[config.mk]
export PLATFORM = sky130hd
export DESIGN_NAME = seg7_scan_decoder
export DESIGN_NICKNAME = d
export VERILOG_FILES = /design/src/rtl/seg7_pkg.sv /design/src/rtl/seg7_pattern_decode.sv /design/src/rtl/seg7_scan_decoder.sv
export SDC_FILE = /design/constraint.sdc
export NUM_CORES = 1
export LEC_CHECK = 0
export ABC_AREA = 1
export BUFFER_PORTS_ARGS = -buffer_cell sky130_fd_sc_hd__buf_2
export CORE_MARGIN = 5
export CORE_UTILIZATION = 55
export CTS_CLUSTER_DIAMETER = 200
export DETAILED_ROUTE_END_ITERATION = 10
export PLACE_DENSITY = 0.79
export SLEW_MARGIN = 20
export SYNTH_ARGS = -nofsm -noshare
export SYNTH_HDL_FRONTEND = slang
export SYNTH_SLANG_ARGS = --single-unit
[constraint.sdc]
create_clock -name clk -period 5.6 [get_ports clk]
set_input_delay 1.12 -clock clk [delete_from_list [all_inputs] [get_ports clk]]
set_output_delay 1.12 -clock clk [all_outputs]
set_load 0.01 [all_outputs]
[src/rtl/seg7_pkg.sv]
// seg7_pkg: shared 7-segment pattern constants (gfedcba order) and decoder result codes
package seg7_pkg;
  localparam logic [6:0] SEG7_P0 = 7'h3F;
  localparam logic [6:0] SEG7_P1 = 7'h06;
  localparam logic [6:0] SEG7_P2 = 7'h5B;
  localparam logic [6:0] SEG7_P3 = 7'h4F;
  localparam logic [6:0] SEG7_P4 = 7'h66;
  localparam logic [6:0] SEG7_P5 = 7'h6D;
  localparam logic [6:0] SEG7_P6 = 7'h7D;
  localparam logic [6:0] SEG7_P7 = 7'h07;
  localparam logic [6:0] SEG7_P8 = 7'h7F;
  localparam logic [6:0] SEG7_P9 = 7'h6F;
  localparam logic [6:0] SEG7_POFF = 7'h00;
  localparam logic [3:0] SEG7_BLANK = 4'hF;
  localparam logic [3:0] SEG7_INVALID = 4'hE;
endpackage

[src/rtl/seg7_pattern_decode.sv]
// seg7_pattern_decode: combinational gfedcba pattern to BCD nibble, blank code or invalid code with error flag
module seg7_pattern_decode
  import seg7_pkg::*;
(
  input  logic [6:0] pat,
  output logic [3:0] nib,
  output logic       inv
);
  // Any pattern that is neither a digit nor all-dark is reported invalid
  always_comb begin
    nib = pat == SEG7_P0 ? 4'd0 :
          pat == SEG7_P1 ? 4'd1 :
          pat == SEG7_P2 ? 4'd2 :
          pat == SEG7_P3 ? 4'd3 :
          pat == SEG7_P4 ? 4'd4 :
          pat == SEG7_P5 ? 4'd5 :
          pat == SEG7_P6 ? 4'd6 :
          pat == SEG7_P7 ? 4'd7 :
          pat == SEG7_P8 ? 4'd8 :
          pat == SEG7_P9 ? 4'd9 :
          pat == SEG7_POFF ? SEG7_BLANK : SEG7_INVALID;
    inv = nib == SEG7_INVALID;
  end
endmodule

[src/rtl/seg7_scan_decoder.sv]
// seg7_scan_decoder: recovers BCD digits from a scanned 7-segment bus into atomic frames; SEG7_DP_CAPTURE_EN adds decimal-point capture
module seg7_scan_decoder
  import seg7_pkg::*;
#(
  parameter int DIGITS     = 4,
  parameter int STABLE_CNT = 3
) (
  input  logic                  clk,
  input  logic                  rst,
  input  logic [7:0]            seg_in,
  input  logic [DIGITS-1:0]     dig_sel,
  output logic [4*DIGITS-1:0]   bcd_out,
  output logic [DIGITS-1:0]     err,
  output logic                  frame_stb,
`ifdef SEG7_DP_CAPTURE_EN
  output logic [DIGITS-1:0]     dp_out,
`endif
  output logic                  frame_valid
);
  localparam int CW = $clog2(STABLE_CNT + 1);
`ifdef SEG7_DP_CAPTURE_EN
  localparam int KW = 8;
`else
  localparam int KW = 7;
  logic unused_dp;
  assign unused_dp = seg_in[7];
`endif
  logic [KW-1:0]         s_seg_q, s_seg_d;
  logic [DIGITS-1:0]     s_sel_q, s_sel_d;
  logic [CW-1:0]         cnt_q, cnt_d;
  logic [DIGITS-1:0]     mask_q, mask_d;
  logic [4*DIGITS-1:0]   sh_bcd_q, sh_bcd_d, bcd_q, bcd_d;
  logic [DIGITS-1:0]     sh_err_q, sh_err_d, err_q, err_d;
  logic                  stb_q, stb_d, valid_q, valid_d;
  logic                  onehot, match, commit, frame;
  logic [3:0]            dec_nib;
  logic                  dec_err;
`ifdef SEG7_DP_CAPTURE_EN
  logic [DIGITS-1:0]     sh_dp_q, sh_dp_d, dp_q, dp_d;
`endif

  seg7_pattern_decode u_dec (
    .pat (seg_in[6:0]),
    .nib (dec_nib),
    .inv (dec_err)
  );

  // Stability qualification: count identical one-hot samples and commit once per dwell
  always_comb begin
    s_seg_d = seg_in[KW-1:0];
    s_sel_d = dig_sel;
    onehot  = $onehot(dig_sel);
    match   = onehot && dig_sel == s_sel_q && seg_in[KW-1:0] == s_seg_q;
    commit  = match && cnt_q == CW'(STABLE_CNT - 1);
    cnt_d   = match ? (cnt_q == CW'(STABLE_CNT) ? cnt_q : cnt_q + CW'(1)) : CW'(onehot);
  end

  // Shadow and mask update; publish the whole frame once every digit has committed
  always_comb begin
    sh_bcd_d = sh_bcd_q;
    sh_err_d = sh_err_q;
    mask_d   = mask_q;
`ifdef SEG7_DP_CAPTURE_EN
    sh_dp_d  = sh_dp_q;
`endif
    for (int i = 0; i < DIGITS; i++) begin
      if (commit && dig_sel[i]) begin
        sh_bcd_d[4*i +: 4] = dec_nib;
        sh_err_d[i]        = dec_err;
        mask_d[i]          = 1'b1;
`ifdef SEG7_DP_CAPTURE_EN
        sh_dp_d[i]         = seg_in[7];
`endif
      end
    end
    frame   = &mask_d;
    mask_d  = frame ? '0 : mask_d;
    bcd_d   = frame ? sh_bcd_d : bcd_q;
    err_d   = frame ? sh_err_d : err_q;
    stb_d   = frame;
    valid_d = valid_q | frame;
`ifdef SEG7_DP_CAPTURE_EN
    dp_d    = frame ? sh_dp_d : dp_q;
`endif
  end

  // State registers with synchronous reset
  always_ff @(posedge clk) begin
    if (rst) begin
      s_seg_q  <= '0;
      s_sel_q  <= '0;
      cnt_q    <= '0;
      mask_q   <= '0;
      sh_bcd_q <= '0;
      sh_err_q <= '0;
      bcd_q    <= {DIGITS{SEG7_BLANK}};
      err_q    <= '0;
      stb_q    <= 1'b0;
      valid_q  <= 1'b0;
`ifdef SEG7_DP_CAPTURE_EN
      sh_dp_q  <= '0;
      dp_q     <= '0;
`endif
    end else begin
      s_seg_q  <= s_seg_d;
      s_sel_q  <= s_sel_d;
      cnt_q    <= cnt_d;
      mask_q   <= mask_d;
      sh_bcd_q <= sh_bcd_d;
      sh_err_q <= sh_err_d;
      bcd_q    <= bcd_d;
      err_q    <= err_d;
      stb_q    <= stb_d;
      valid_q  <= valid_d;
`ifdef SEG7_DP_CAPTURE_EN
      sh_dp_q  <= sh_dp_d;
      dp_q     <= dp_d;
`endif
    end
  end

  assign bcd_out     = bcd_q;
  assign err         = err_q;
  assign frame_stb   = stb_q;
  assign frame_valid = valid_q;
`ifdef SEG7_DP_CAPTURE_EN
  assign dp_out      = dp_q;
`endif
endmodule

* Word level (Yosys, flattened, before mapping)
Cells that the tools add are included.
** Cells by class
- Bitwise gates (word level) :: 2
- Mux-type cells :: 25
- Equality and inequality tests :: 17
- $add $sub $neg :: 4
- Reductions and logical operators :: 11
** Operators with widths (count)
- two-way mux 4 bit :: 14
- == test 7 bit (second input constant) :: 7
- == test 7 x 3 -> 1 bit (second input constant) :: 2
- two-way mux 1 bit :: 11
- == test 7 x 6 -> 1 bit (second input constant) :: 1
- == test 7 bit :: 1
- logical AND 1 bit :: 7
- zero test 7 bit :: 1
- adder 1 x 1 -> 2 bit :: 2
- == test 2 bit (second input constant) :: 2
- == test 4 bit :: 1
- == test 4 bit (second input constant) :: 1
- AND reduction 4 bit :: 1
- OR reduction 2 bit :: 2
- adder 2 x 2 -> 3 bit :: 1
- == test 3 x 1 -> 1 bit (second input constant) :: 1
- adder 2 x 1 -> 2 bit (second input constant) :: 1
- inequality test 2 bit (second input constant) :: 1
- inverter 1 bit :: 1
- OR 1 bit :: 1
** Word-level totals
- Register bits after elaboration :: 59
- Logic and storage cells :: 70
- Output and inout port bits :: 22
- Input bits :: 14

* Logic depth before layout (Yosys ltp)
Gate-level depths: netlist (run 1).
- Depth after elaboration :: 14
- Mapped depth :: 19
- Mapped depth without buffers :: 17

* By module
A second synthesis (run 1) with hierarchy kept.
** Unflattened totals
- Cells, all modules :: 389
- Area total of the unflattened synthesis :: 2822.7 um^2
** Modules (own cells, without submodules)
- seg7_scan_decoder :: instances 1, cells an instance 334, area an instance 2532.4 um^2
- seg7_pattern_decode :: instances 1, cells an instance 55, area an instance 290.3 um^2

* Least setup slack after synthesis (run 1)
OpenSTA, ideal clock, no wires.
- Path type :: input -> register
- Start point :: in dig_sel[0]
- End point :: reg bcd_q[1] (netlist: bcd_out[1])
- Cell stages on the path :: 19
- Required time :: 5.470 ns
- Setup slack :: 2.061 ns
- Arrival time :: 3.410 ns
- Setup time :: 0.130 ns
- Path through :: buf_4 > inv_1 > fa_1 > inv_1 > ha_1 > ha_1 > inv_1 > nand3_1 > nor2_1 > nand2_1 > nor2_2 > nand4_1 > nand2_1 > nand2_2 > inv_1 > nand2_2 > buf_6 > nand2_1 > nand3_1
** On the way
- Cells in the longest elaborated chain, start to end :: 9
- Elaborated cells on any way between the ends :: 17
- Classes of those cells :: add/sub (2); eq/ne (2); mux (5); reduce/logical (8)
** RTL lines
- start: declaration :: line seg7_scan_decoder.sv:11 : input logic [DIGITS-1:0] dig_sel,
- adder 1 x 1 -> 2 bit (implied by the code) :: line seg7_scan_decoder.sv:52 : onehot = $onehot(dig_sel);
- adder 2 x 2 -> 3 bit (implied by the code) :: line seg7_scan_decoder.sv:52
- == test 3 x 1 -> 1 bit :: line seg7_scan_decoder.sv:52
- logical AND 1 bit (2 in a row) :: line seg7_scan_decoder.sv:53 : match = onehot && dig_sel == s_sel_q && seg_in[KW-1:0] == s_seg_q;
- logical AND 1 bit :: line seg7_scan_decoder.sv:54 : commit = match && cnt_q == CW'(STABLE_CNT - 1);
- logical AND 1 bit :: line seg7_scan_decoder.sv:67 : if (commit && dig_sel[i]) begin
- two-way mux 1 bit :: line seg7_scan_decoder.sv:67
- AND reduction 4 bit :: line seg7_scan_decoder.sv:76 : frame = &mask_d;
- end signal: assignment :: line seg7_scan_decoder.sv:96 : bcd_q <= {DIGITS{SEG7_BLANK}};
- end: declaration :: line seg7_scan_decoder.sv:32 : logic [4*DIGITS-1:0] sh_bcd_q, sh_bcd_d, bcd_q, bcd_d;
Parallel ways exist; a longest one is shown, timed or not.
A chain may end at the register's enable or synchronous reset.

* Final worst setup path (run 1)
- Start point :: in dig_sel[0]
- End point :: reg bcd_q[14] (netlist: bcd_out[14])
Same word-level chain as after synthesis.

==> summary.txt, run 1 <==
Global route
  – Vias in the first global route: 2,175
  – First-pass GRT wire length: 9.542 mm
  – GR Util All Layers: 18.87%
  – Largest net degree at the start of global routing: 37
  – Initial antenna violation count: 0
  – Grt ovf: 0

STA
  – Fin. Hold Viols: 0
  – Worst hold slack: 0.4484 ns
  – Unrepaired setup endpoints after global routing: false
  – Max-slew violations: 0
  – Minimum clock period: 3.792 ns
  – Achievable Freq: 263.7 MHz
  – Final count of negative-setup-slack endpoints: 0
  – Setup TNS: 0 ns
  – Final worst-path cycle share: 67.71%
  – Rel. slew slack: 53.62%
  – Slew @ Worst Pin: 0.6957 ns
  – Clk_skew: 0.002875 ns

CTS
  – Setup bufs post-CTS: 0
  – Bufs on Longest Clock Path: 2
  – Clk root buf: clkbuf_8
  – Worst-path clk slew: 0.06 ns
  – Clk_lat worst skew: 0.33 ns
  – CTS Buf Count: 9
  – CTS resizes: 0
  – Clock sinks: 59
  – CTS Hold Bufs: 0
  – H-tree depth: 3
  – CTS tree: yes

Pwr
  – Maximum vdd drop: 164.8 uV
  – Logic gate share of total power: 6.6%
  – Clock power frac: 42.0%
  – Switching pwr: 0.1946 mW
  – Lkg Pwr: 1.526 nW
  – Pint: 0.6362 mW
  – Pwr per Cell Area: 274.5 nW/um^2
  – Sequential Power Share: 51.5%
  – Sw frac: 23.42%

Synthesis
  – Synth Instances: 392
  – Distinct cells, synth: 23
  – Seq cells post-synth: 59
  – Share of the synthesized area in the top cell type: 43.83%
  – Post-synth top area cell: dfxtp_1
  – Yosys warning count: 0
  – Sequential share of the synthesized area: 43.83%
  – Synth Area in Simple Gates: 37.84%
  – Post-Synth XOR/XNOR Area: 1.300%
  – Net count after synthesis: 411
  – Adder-Cell Fraction of Synth Area: 2.600%
  – Syn Std Cell Area: 2695 um^2
  – Mux share of post-synthesis cell area: 0%
  – Largest family of logic cells by synthesized area: simple AND/OR/NAND/NOR gates
  – Complex-gate fraction of the synthesized area: 4.782%
  – Most area-consuming cells after synthesis: dfxtp_1 (44%), nand2_1 (19%), nand3_1 (8.0%)
  – Avg Cell Area, Syn: 6.875 um^2

Floorplanning
  – Full die area: 6400 um^2
  – Rows: 25
  – Die height: 80 um
  – Initial Util: 56.68%
  – Core box area: 4755 um^2
  – Die width: 80 um
  – # IOs: 36

Run status
  – Outcome: finished, final reports clean

Finish
  – Commonest non-fill, non-tap cells in the layout: nand2_1 (139), dfxtp_1 (59), nand3_1 (43)
  – Utilization after layout: 63.66%
  – Nets: 441
  – # diodes: 0
  – Most common cell after layout, fill and taps aside: nand2_1
  – Layout cells sized above 1: 13.38%
  – Area delta synth->final: 12.30%

Routing
  – Vias per cell: 4.878
  – Vias: 2,405
  – DRT Pass-1 Iters: 4
  – WL/cell: 11.31 um
  – DRT antenna net count: 0
  – Post-Route WL: 5.574 mm
  – DRC errors left: 0
  – Drt first-iter violations: 97

Place
  – Hpwl dp: 3.970 mm
  – Input/output buffers: 34
  – GP Congestion: 0.7819

Min path
  – Hold path startpoint: bcd_out[5]$_SDFFE_PP1P_
  – Min-Delay Path Class: reg -> reg

Worst setup path
  – Worst Setup Start Kind: primary input
  – CP arrival: 4.00 ns
  – Critical path class: in -> reg
  – WP data required: 5.80 ns
  – CP max FO: 16
  – Origin of the critical flop-to-flop path: s_sel_q[1]$_SDFF_PP0_
  – Crit. Startpoint: dig_sel[0]
  – Crit end category: flop

Flow run
  – Max-cap viol count: 0
-- Yosys cell counts, drive strengths merged --
| cell | n |
|---|---|
| nor2 | 41 |
| fa | 1 |
| dfxtp | 59 |
| and2 | 2 |
| a21oi | 21 |
| xnor2 | 4 |
| a2111oi | 1 |
| nor3 | 7 |
| ha | 4 |
| clkbuf | 3 |
| nand3 | 43 |
| inv | 42 |
| nand2 | 143 |
| o211ai | 2 |
| nand4 | 7 |
| buf | 12 |
-- per-layer routing --
| layer | global-route usage [%] | up-vias | share of wire [%] |
|---|---|---|---|
| li1 | - | 1294 | - |
| met1 | 23.78 | 1061 | 46 |
| met2 | 31.13 | 39 | 48 |
| met3 | 3.950 | 11 | 4.3 |
| met4 | 7.770 | 0 | 1.7 |
| met5 | 0 | - | 0 |
-- metrics by stage --
| step | setup WS (ns) | instances | cell area [um^2] | power [mW] |
|---|---|---|---|---|
| 3_3_place_gp | 1.566 | 478 | 2846 | 0.4889 |
| 3_5_place_dp | 1.514 | 478 | 2846 | 0.4906 |
| 2_1_floorplan | 2.061 | 392 | 2695 | 0.4763 |
| 6_report | 1.808 | 493 | 3027 | 0.8307 |
| 5_1_grt | 1.410 | 493 | 3027 | 0.8637 |
| 4_1_cts | 1.783 | 493 | 3027 | 0.8335 |
-- cells by family (layout without fill, tap and decap cells) --
kind of cell               Yosys count  after routing
DFF                                 59             59
AOI/OAI and AO/OA                   24             24
and+or+nand+nor                    243            243
buffers and inverters               57             91
xor gates and xnor gates             4              4
adders and majority gates            5              5
-- state kept, by name, summed over array words and instances (netlist names) --
| signal | flops |
|---|---|
| frame_stb | 1 |
| frame_valid | 1 |
| mask_q | 4 |
| s_sel_q | 4 |
| s_seg_q | 7 |
| cnt_q | 2 |
| sh_err_q | 4 |
| bcd_out | 16 |
| err | 4 |
| sh_bcd_q | 16 |
-- worst max-delay path: stages --
cell and delay [ns]:
buf_2 0.17, inv_1 0.11, fa_1 0.53, inv_1 0.05
ha_1 0.17, ha_1 0.26, inv_1 0.05, nand3_1 0.11
nor2_1 0.13, nand3_1 0.08, nor2_1 0.15, nand3_1 0.13
inv_1 0.38, nand2_1 0.23, nand2_1 0.14, nand2_1 0.06
nand2_1 0.06, nand3_1 0.07
-- final timing paths --
path / end / slack (ns) / depth (start not counted)
setup / recovery: bcd_out[14]$_SDFFE_PP1P_ / 1.81 / 18
hold / removal: bcd_out[5]$_SDFFE_PP1P_ / 0.45 / 2
setup reg to reg: bcd_out[14]$_SDFFE_PP1P_ / 3.56 / 13
hold reg to reg: bcd_out[5]$_SDFFE_PP1P_ / 0.45 / 2
-- power groups by stage --
| stage | Sequential, mW | Clock, mW | Combinational (mW) |
|---|---|---|---|
| after global placement | 0.436 | 0 | 0.0526 |
| after floorplan | 0.436 | 0 | 0.0402 |
| final | 0.427 | 0.349 | 0.0546 |
| after global routing | 0.428 | 0.373 | 0.0627 |
| after CTS | 0.427 | 0.352 | 0.0545 |
| after detailed placement | 0.437 | 0 | 0.0540 |
-- cell type report --
type                       instances  area [um^2]
clock buffer                      14        172.7
clock inverter                     1        7.507
fill                             451         1728
inverter                          42        157.7
multi-input combinational        276         1254
sequential                        59         1181
tap                               67        83.83
timing repair buffer              34        170.2
Note: power is estimated with default switching activity, not from simulation.
==> run 2, diff against run 1 <==
ABC_AREA = 0   (was 1)
clock period = 3.7 ns   (was 5.6 ns; I/O delays follow)
==> run 2 against run 1 <==
First-iteration DRC count rose by 33%. Power grew 50%. Synthesized area shrank 3.1%. Die area shrank 2.7%. Register-to-register slack worse by 2.3 ns. Cell area increased by 3.8%. Count of clock-buffer cells in the layout shrank 4. Non-clock buffer count is 24 higher. Critical path type unchanged. Largest cell class unchanged. Highest routed layer unchanged.
==> summary.txt, run 2 <==
Run status
  – Outcome: finished, final reports clean

Synthesis
  – Complex-gate fraction of the synthesized area: 13.12% (+8.3 points)
  – Async SR Flop Fraction: 0% (unchanged)
  – Adder-Cell Fraction of Synth Area: 2.682% (+0.082 points)
  – Synth Area in Simple Gates: 24.23% (-14 points)
  – Post-synth top flop: dfxtp_1
  – Most common cell in the netlist: nor2_1
  – Seq cells post-synth: 59 (unchanged)
  – Largest family of logic cells by synthesized area: simple AND/OR/NAND/NOR gates
  – Synth Instances: 288 (-27%)
  – Post-synth top area cell: dfxtp_1
  – Post-Synth XOR/XNOR Area: 4.693% (+3.4 points)
  – Sequential share of the synthesized area: 45.21% (+1.4 points)
  – Top post-synthesis cells by count: nor2_1 (60), dfxtp_1 (59), a21oi_1 (15)
  – Distinct cells, synth: 43 (+87%)
  – Syn Std Cell Area: 2613 um^2 (-3.1%)
  – Yosys warning count: 0 (unchanged)
  – Net count after synthesis: 307 (-25%)
  – Avg Cell Area, Syn: 9.071 um^2 (+32%)
  – Post-synth EDFFs: 0 (unchanged)
  – Share of the synthesized area in the top cell type: 45.21% (+1.4 points)
  – Mux share of post-synthesis cell area: 4.981% (+5.0 points)
  – Most area-consuming cells after synthesis: dfxtp_1 (45%), nor2_1 (8.6%), mux2i_1 (5.0%)

Finish
  – Nets: 358 (-19%)
  – Commonest non-fill, non-tap cells in the layout: nor2_1 (60), dfxtp_1 (59), buf_2 (35)
  – # diodes: 0 (unchanged)
  – Final std cell area, no fill: 3141 um^2 (+3.8%)
  – Fill cells: 389 (-14%)
  – Multi-input logic area: 1326 um^2 (+5.8%)
  – Area delta synth->final: 20.21%
  – Most common cell after layout, fill and taps aside: nor2_1
  – Fin cells: 397 (-19%)
  – Register area: 1181 um^2 (unchanged)
  – Layout cells sized above 1: 23.62% (+10 points)

Global route
  – Largest net degree at the start of global routing: 60 (+62%)
  – Grt ovf: 0 (unchanged)
  – Initial antenna violation count: 0 (unchanged)
  – Vias in the first global route: 2,141 (-1.6%)
  – GR Util All Layers: 19.05% (+0.18 points)
  – First-pass GRT wire length: 9.335 mm (-2.2%)

STA
  – Clk_skew: 0.007051 ns (+0.004176 ns)
  – Setup ws final: 0.2844 ns (-1.524 ns)
  – Setup TNS: 0 ns (unchanged)
  – Rel. slew slack: 33.77% (-20 points)
  – Minimum clock period: 3.416 ns
  – Max-slew violations: 0 (unchanged)
  – Slew @ Worst Pin: 0.9934 ns (+0.2978 ns)
  – Fin. Hold Viols: 0 (unchanged)
  – Final count of negative-setup-slack endpoints: 0 (unchanged)
  – Unrepaired setup endpoints after global routing: false
  – Achievable Freq: 292.8 MHz
  – Final worst-path cycle share: 92.31%

Routing
  – DRC errors left: 0 (unchanged)
  – WL/cell: 13.85 um (+23%)
  – Vias per cell: 5.537 (+13%)
  – Drt first-iter violations: 129 (+33%)
  – DRT antenna net count: 0 (unchanged)
  – Vias: 2,198 (-8.6%)
  – DRT Pass-1 Iters: 4 (unchanged)
  – Post-Route WL: 5.500 mm (-1.3%)

Worst setup path
  – Crit. Startpoint: dig_sel[0]
  – Worst reg-to-reg path cell count: 11 (-2)
  – WP data required: 3.87 ns (-1.93 ns)
  – Critical path class: in -> reg
  – Origin of the critical flop-to-flop path: cnt_q[0]$_SDFFE_PP0P_
  – Crit end category: flop
  – Worst Setup Start Kind: primary input
  – CP arrival: 3.58 ns (-0.42 ns)
  – CP max FO: 6 (-10)

CTS
  – CTS Hold Bufs: 0 (unchanged)
  – CTS Buf Count: 9 (unchanged)
  – Clock sinks: 59 (unchanged)
  – Clk root buf: clkbuf_8
  – Worst-path clk slew: 0.07 ns (about the same)
  – H-tree depth: 3 (unchanged)
  – Bufs on Longest Clock Path: 2 (unchanged)
  – Clk_lat worst skew: 0.33 ns (about the same)
  – Setup bufs post-CTS: 0 (unchanged)
  – CTS tree: yes
  – CTS resizes: 0 (unchanged)

Floorplanning
  – Die height: 78.92 um (-1.3%)
  – Full die area: 6228 um^2 (-2.7%)
  – # IOs: 36 (unchanged)
  – Initial Util: 56.05% (-0.63 points)
  – Core box area: 4661 um^2 (-2.0%)
  – Rows: 25 (unchanged)
  – Die width: 78.92 um (-1.3%)

Pwr
  – Pwr per Cell Area: 397.7 nW/um^2 (+45%)
  – PnR Total Power: 1.249 mW (+50%)
  – Lkg Pwr: 1.294 nW (-15%)
  – Maximum vdd drop: 394.2 uV (+140%)

Place
  – GP Congestion: 0.8412 (+7.6%)
  – Placed Area: 2952 um^2 (+3.7%)
  – Hpwl dp: 3.699 mm (-6.8%)
  – Input/output buffers: 34 (unchanged)
  – Dpl ws: -0.1234 ns (-1.638 ns)
  – Placed Instances: 381 (-20%)

Flow run
  – Max-cap viol count: 0 (unchanged)

Min path
  – Hold path startpoint: bcd_out[5]$_SDFFE_PP1P_
  – Min-Delay Path Class: reg -> reg
  – Hold depth: 1 (-1)
run 2: changes by cell type after synthesis, sizes merged, moves of 8 or more:
cell,previous run,this run
inv,42,9
nand2,143,4
a211o,0,13
nor2,41,60
nor2b,0,8
mux2i,0,13
nand3,43,6
run 2: through the flow:
stage | hold slack [ns] | util (%)
floorplan | 0.4476 | -
global placement | 0.4399 | 63.33
detailed placement | 0.4442 | 63.33
CTS | 0.4631 | 66.93
global route | 0.4843 | 67.38
finish | 0.4565 | 67.38
run 2: critical path: stages:
cell and delay, ns:
buf_2 0.09, inv_1 0.06, fa_1 0.53, inv_1 0.04
ha_1 0.17, ha_1 0.28, nor3b_2 0.21, nand2b_1 0.13
buf_4 0.17, nor4_4 0.25, o22ai_1 0.14, buf_4 0.17
a211oi_4 0.27, buf_6 0.16, buf_4 0.11, nor3_1 0.05
run 2: cell type report:
cell class | instances | share of cell area, %
clock buffer | 10 | 4.382
clock inverter | 5 | 0.9562
inverter | 9 | 1.076
multi-input combinational | 202 | 42.23
sequential | 59 | 37.61
tap | 54 | 2.151
timing repair buffer | 58 | 11.59
run 2: final timing paths:
path | endpoint | slack, ns
worst min-delay path | bcd_out[5]$_SDFFE_PP1P_ | 0.46
worst min register to register | bcd_out[5]$_SDFFE_PP1P_ | 0.46
worst max register to register | mask_q[0]$_SDFF_PP0_ | 1.25
worst max-delay path | mask_q[0]$_SDFF_PP0_ | 0.28
run 2: report_power, final:
part	internal [mW]	switching, mW	leakage, nW
Sequential	0.643	0.00437	0.479
Combinational	0.0390	0.0618	0.732
Clock	0.253	0.248	0.0839
Total	0.935	0.314	1.29
run 2: kinds of logic after synthesis:
group	after synthesis
compound gates	48
xor+xnor	14
fa+ha+maj	5
buf+inv	27
flops	59
mux	13
simple gates	122
run 2: metal layers:
metal	global-route usage, %	up-vias	wire length (um)	part of all wire, %
met3	5.556	12	218	4.0
met5	0	-	0	0
met4	9.107	0	101	1.8
met1	23.26	1032	2530	46
met2	30.81	40	2650	48
li1	-	1114	-	-
==> run 3, diff against run 2 <==
CORE_UTILIZATION = 51   (was 55)
PLACE_DENSITY = 0.77   (was 0.79)
REMOVE_ABC_BUFFERS = 1   (was unset)
clock period = 2.9 ns   (was 3.7 ns; I/O delays follow)
==> run 3 against run 2 <==
The run now ends with setup timing left. Via count is 18% higher. First-iteration DRC count grew 72%. Worst hold slack better by 0.0070 ns. Combinational power up 100%. Non-clock buffer count rose by 40. Flip-flop and latch count is the same. Clock power rose by 28%. Critical endpoint is now err[3]$_SDFFE_PP0P_.
==> summary.txt, run 3 (synthesized netlist as in run 2, its figures left out) <==
Place
  – Placed Area: 3092 um^2 (+4.7%)
  – Dpl ws: -0.8210 ns (-0.6976 ns)
  – Input/output buffers: 34 (unchanged)
  – Hpwl dp: 4.096 mm (+11%)
  – GP Congestion: 0.8006 (-4.8%)

CTS
  – CTS Hold Bufs: 0 (unchanged)
  – H-tree depth: 3 (unchanged)
  – Clock sinks: 59 (unchanged)
  – CTS Buf Count: 9 (unchanged)
  – Clk_lat worst skew: 0.35 ns (+0.02 ns)
  – Clk root buf: clkbuf_8
  – Worst-path clk slew: 0.07 ns (about the same)
  – CTS tree: yes
  – Bufs on Longest Clock Path: 2 (unchanged)

Routing
  – Vias: 2,584 (+18%)
  – Post-Route WL: 8.060 mm (+47%)
  – WL/cell: 17.75 um (+28%)
  – DRT Pass-1 Iters: 4 (unchanged)
  – Vias per cell: 5.692 (+2.8%)
  – Drt first-iter violations: 222 (+72%)
  – DRT antenna net count: 0 (unchanged)
  – DRC errors left: 0 (unchanged)

Finish
  – Final std cell area, no fill: 3948 um^2 (+26%)
  – # diodes: 0 (unchanged)
  – Commonest non-fill, non-tap cells in the layout: dfxtp_1 (59), nor2_1 (46), buf_4 (44)
  – Area delta synth->final: 51.10%
  – Nets: 398 (+11%)
  – Layout cells sized above 1: 44.79% (+21 points)
  – Most common cell after layout, fill and taps aside: dfxtp_1
  – Utilization after layout: 78.29% (+11 points)

Floorplanning
  – Initial Util: 51.81% (-4.2 points)
  – Rows: 26 (+4.0%)
  – Die height: 81.57 um (+3.4%)
  – Full die area: 6654 um^2 (+6.8%)
  – Core box area: 5042 um^2 (+8.2%)
  – # IOs: 36 (unchanged)
  – Die width: 81.57 um (+3.4%)

STA
  – Fin. Hold Viols: 0 (unchanged)
  – Rel. slew slack: 51.39% (+18 points)
  – Final worst-path cycle share: 117.8%
  – Worst hold slack: 0.4635 ns (+0.006966 ns)
  – Clk_skew: 0.01511 ns (+0.008056 ns)
  – Slew @ Worst Pin: 0.7216 ns (-0.2719 ns)
  – Setup ws final: -0.5162 ns (-0.8006 ns)
  – Final count of negative-setup-slack endpoints: 46 (+46)
  – Max-slew violations: 0 (unchanged)
  – Minimum clock period: 3.416 ns
  – Unrepaired setup endpoints after global routing: true
  – Achievable Freq: 292.7 MHz

Pwr
  – Maximum vdd drop: 414.0 uV (+5.0%)
  – Lkg Pwr: 1.566 nW (+21%)
  – Pwr per Cell Area: 423.5 nW/um^2 (+6.5%)
  – PnR Total Power: 1.672 mW (+34%)

Global route
  – Initial antenna violation count: 0 (unchanged)
  – Met2 Usage GRT: 39.58% (+8.8 points)
  – GR Util All Layers: 23.64% (+4.6 points)
  – Grt ovf: 0 (unchanged)
  – GR peak layer: met2
  – Largest net degree at the start of global routing: 32 (-47%)
  – First-pass GRT wire length: 11.92 mm (+28%)
  – Met1 GRT Util: 28.18% (+4.9 points)
  – Vias in the first global route: 2,515 (+17%)
  – Met3 usage: 3.947% (-1.6 points)

Worst setup path
  – Worst Setup Start Kind: primary input
  – CP max FO: 7 (+1)
  – Crit end category: flop
  – Critical path class: in -> reg
  – CP arrival: 3.62 ns (+0.04 ns)
  – WP data required: 3.10 ns (-0.77 ns)

Flow run
  – Max-cap viol count: 0 (unchanged)

Min path
  – Min-Delay Path Class: reg -> reg

Run status
  – Outcome: complete, but fails checks
  – Violated checks: setup timing
-- run 3: cell count changes in the layout (fill, tap and decap cells not counted), sizes merged --
cell    delta
clkbuf     +1
buf       +40
-- run 3: layer usage --
metal,share of wire [%],up-vias
met5,0,-
met4,4.3,0
met3,5.0,33
met2,51,85
met1,39,1273
li1,-,1193
-- run 3: worst paths after layout --
| check | startpoint | to | slack, ns | cells after the start |
|---|---|---|---|---|
| worst max-delay path | dig_sel[3] | err[3]$_SDFFE_PP0P_ | -0.52 | 15 |
| worst min-delay path | bcd_out[6]$_SDFFE_PP1P_ | bcd_out[6]$_SDFFE_PP1P_ | 0.46 | 1 |
| worst max register to register | cnt_q[0]$_SDFFE_PP0P_ | err[3]$_SDFFE_PP0P_ | 0.34 | 11 |
| worst min register to register | bcd_out[6]$_SDFFE_PP1P_ | bcd_out[6]$_SDFFE_PP1P_ | 0.46 | 1 |
-- run 3: final cells by class --
class / count / area, um^2
Multi-Input combinational cell: 202 / 1674
Sequential cell: 59 / 1181
Fill cell: 298 / 1095
Timing Repair Buffer: 98 / 807.0
Clock buffer: 11 / 131.4
Tap cell: 70 / 87.58
Inverter: 9 / 36.28
Clock inverter: 5 / 30.03
-- run 3: report_power, final --
part	leakage (nW)	total [mW]	internal (mW)	switching (mW)
logic	1.01	0.206	0.0906	0.116
clock network	0.0791	0.640	0.305	0.335
registers	0.479	0.826	0.820	0.00573
total	1.57	1.67	1.22	0.456
-- run 3: what timing repair did --
| action | CTS | global route |
|---|---|---|
| setup buffers | 21 | 9 |
| pin swaps | 33 | 15 |
| gates resized for setup | 67 | 36 |
| cloned | 3 | 0 |
| endpoints found under the setup margin | 42 | 48 |
-- run 3: metrics by stage --
stage	setup TNS (ns)	cells
floorplan	-27.34	270
global placement	-22.53	415
detailed placement	-27.54	415
CTS	-7.852	454
global route	-19.78	454
finish	-14.53	454
-- run 3: worst max-delay path: stages --
cell      delay, ns
buf_8          0.08
inv_4          0.03
fa_1           0.56
inv_2          0.05
ha_4           0.16
ha_4           0.24
nor3b_4        0.23
nand2b_1       0.15
nor4_2         0.52
o22ai_2        0.19
buf_4          0.19
a211oi_4       0.24
buf_6          0.19
buf_8          0.14
a211oi_2       0.07
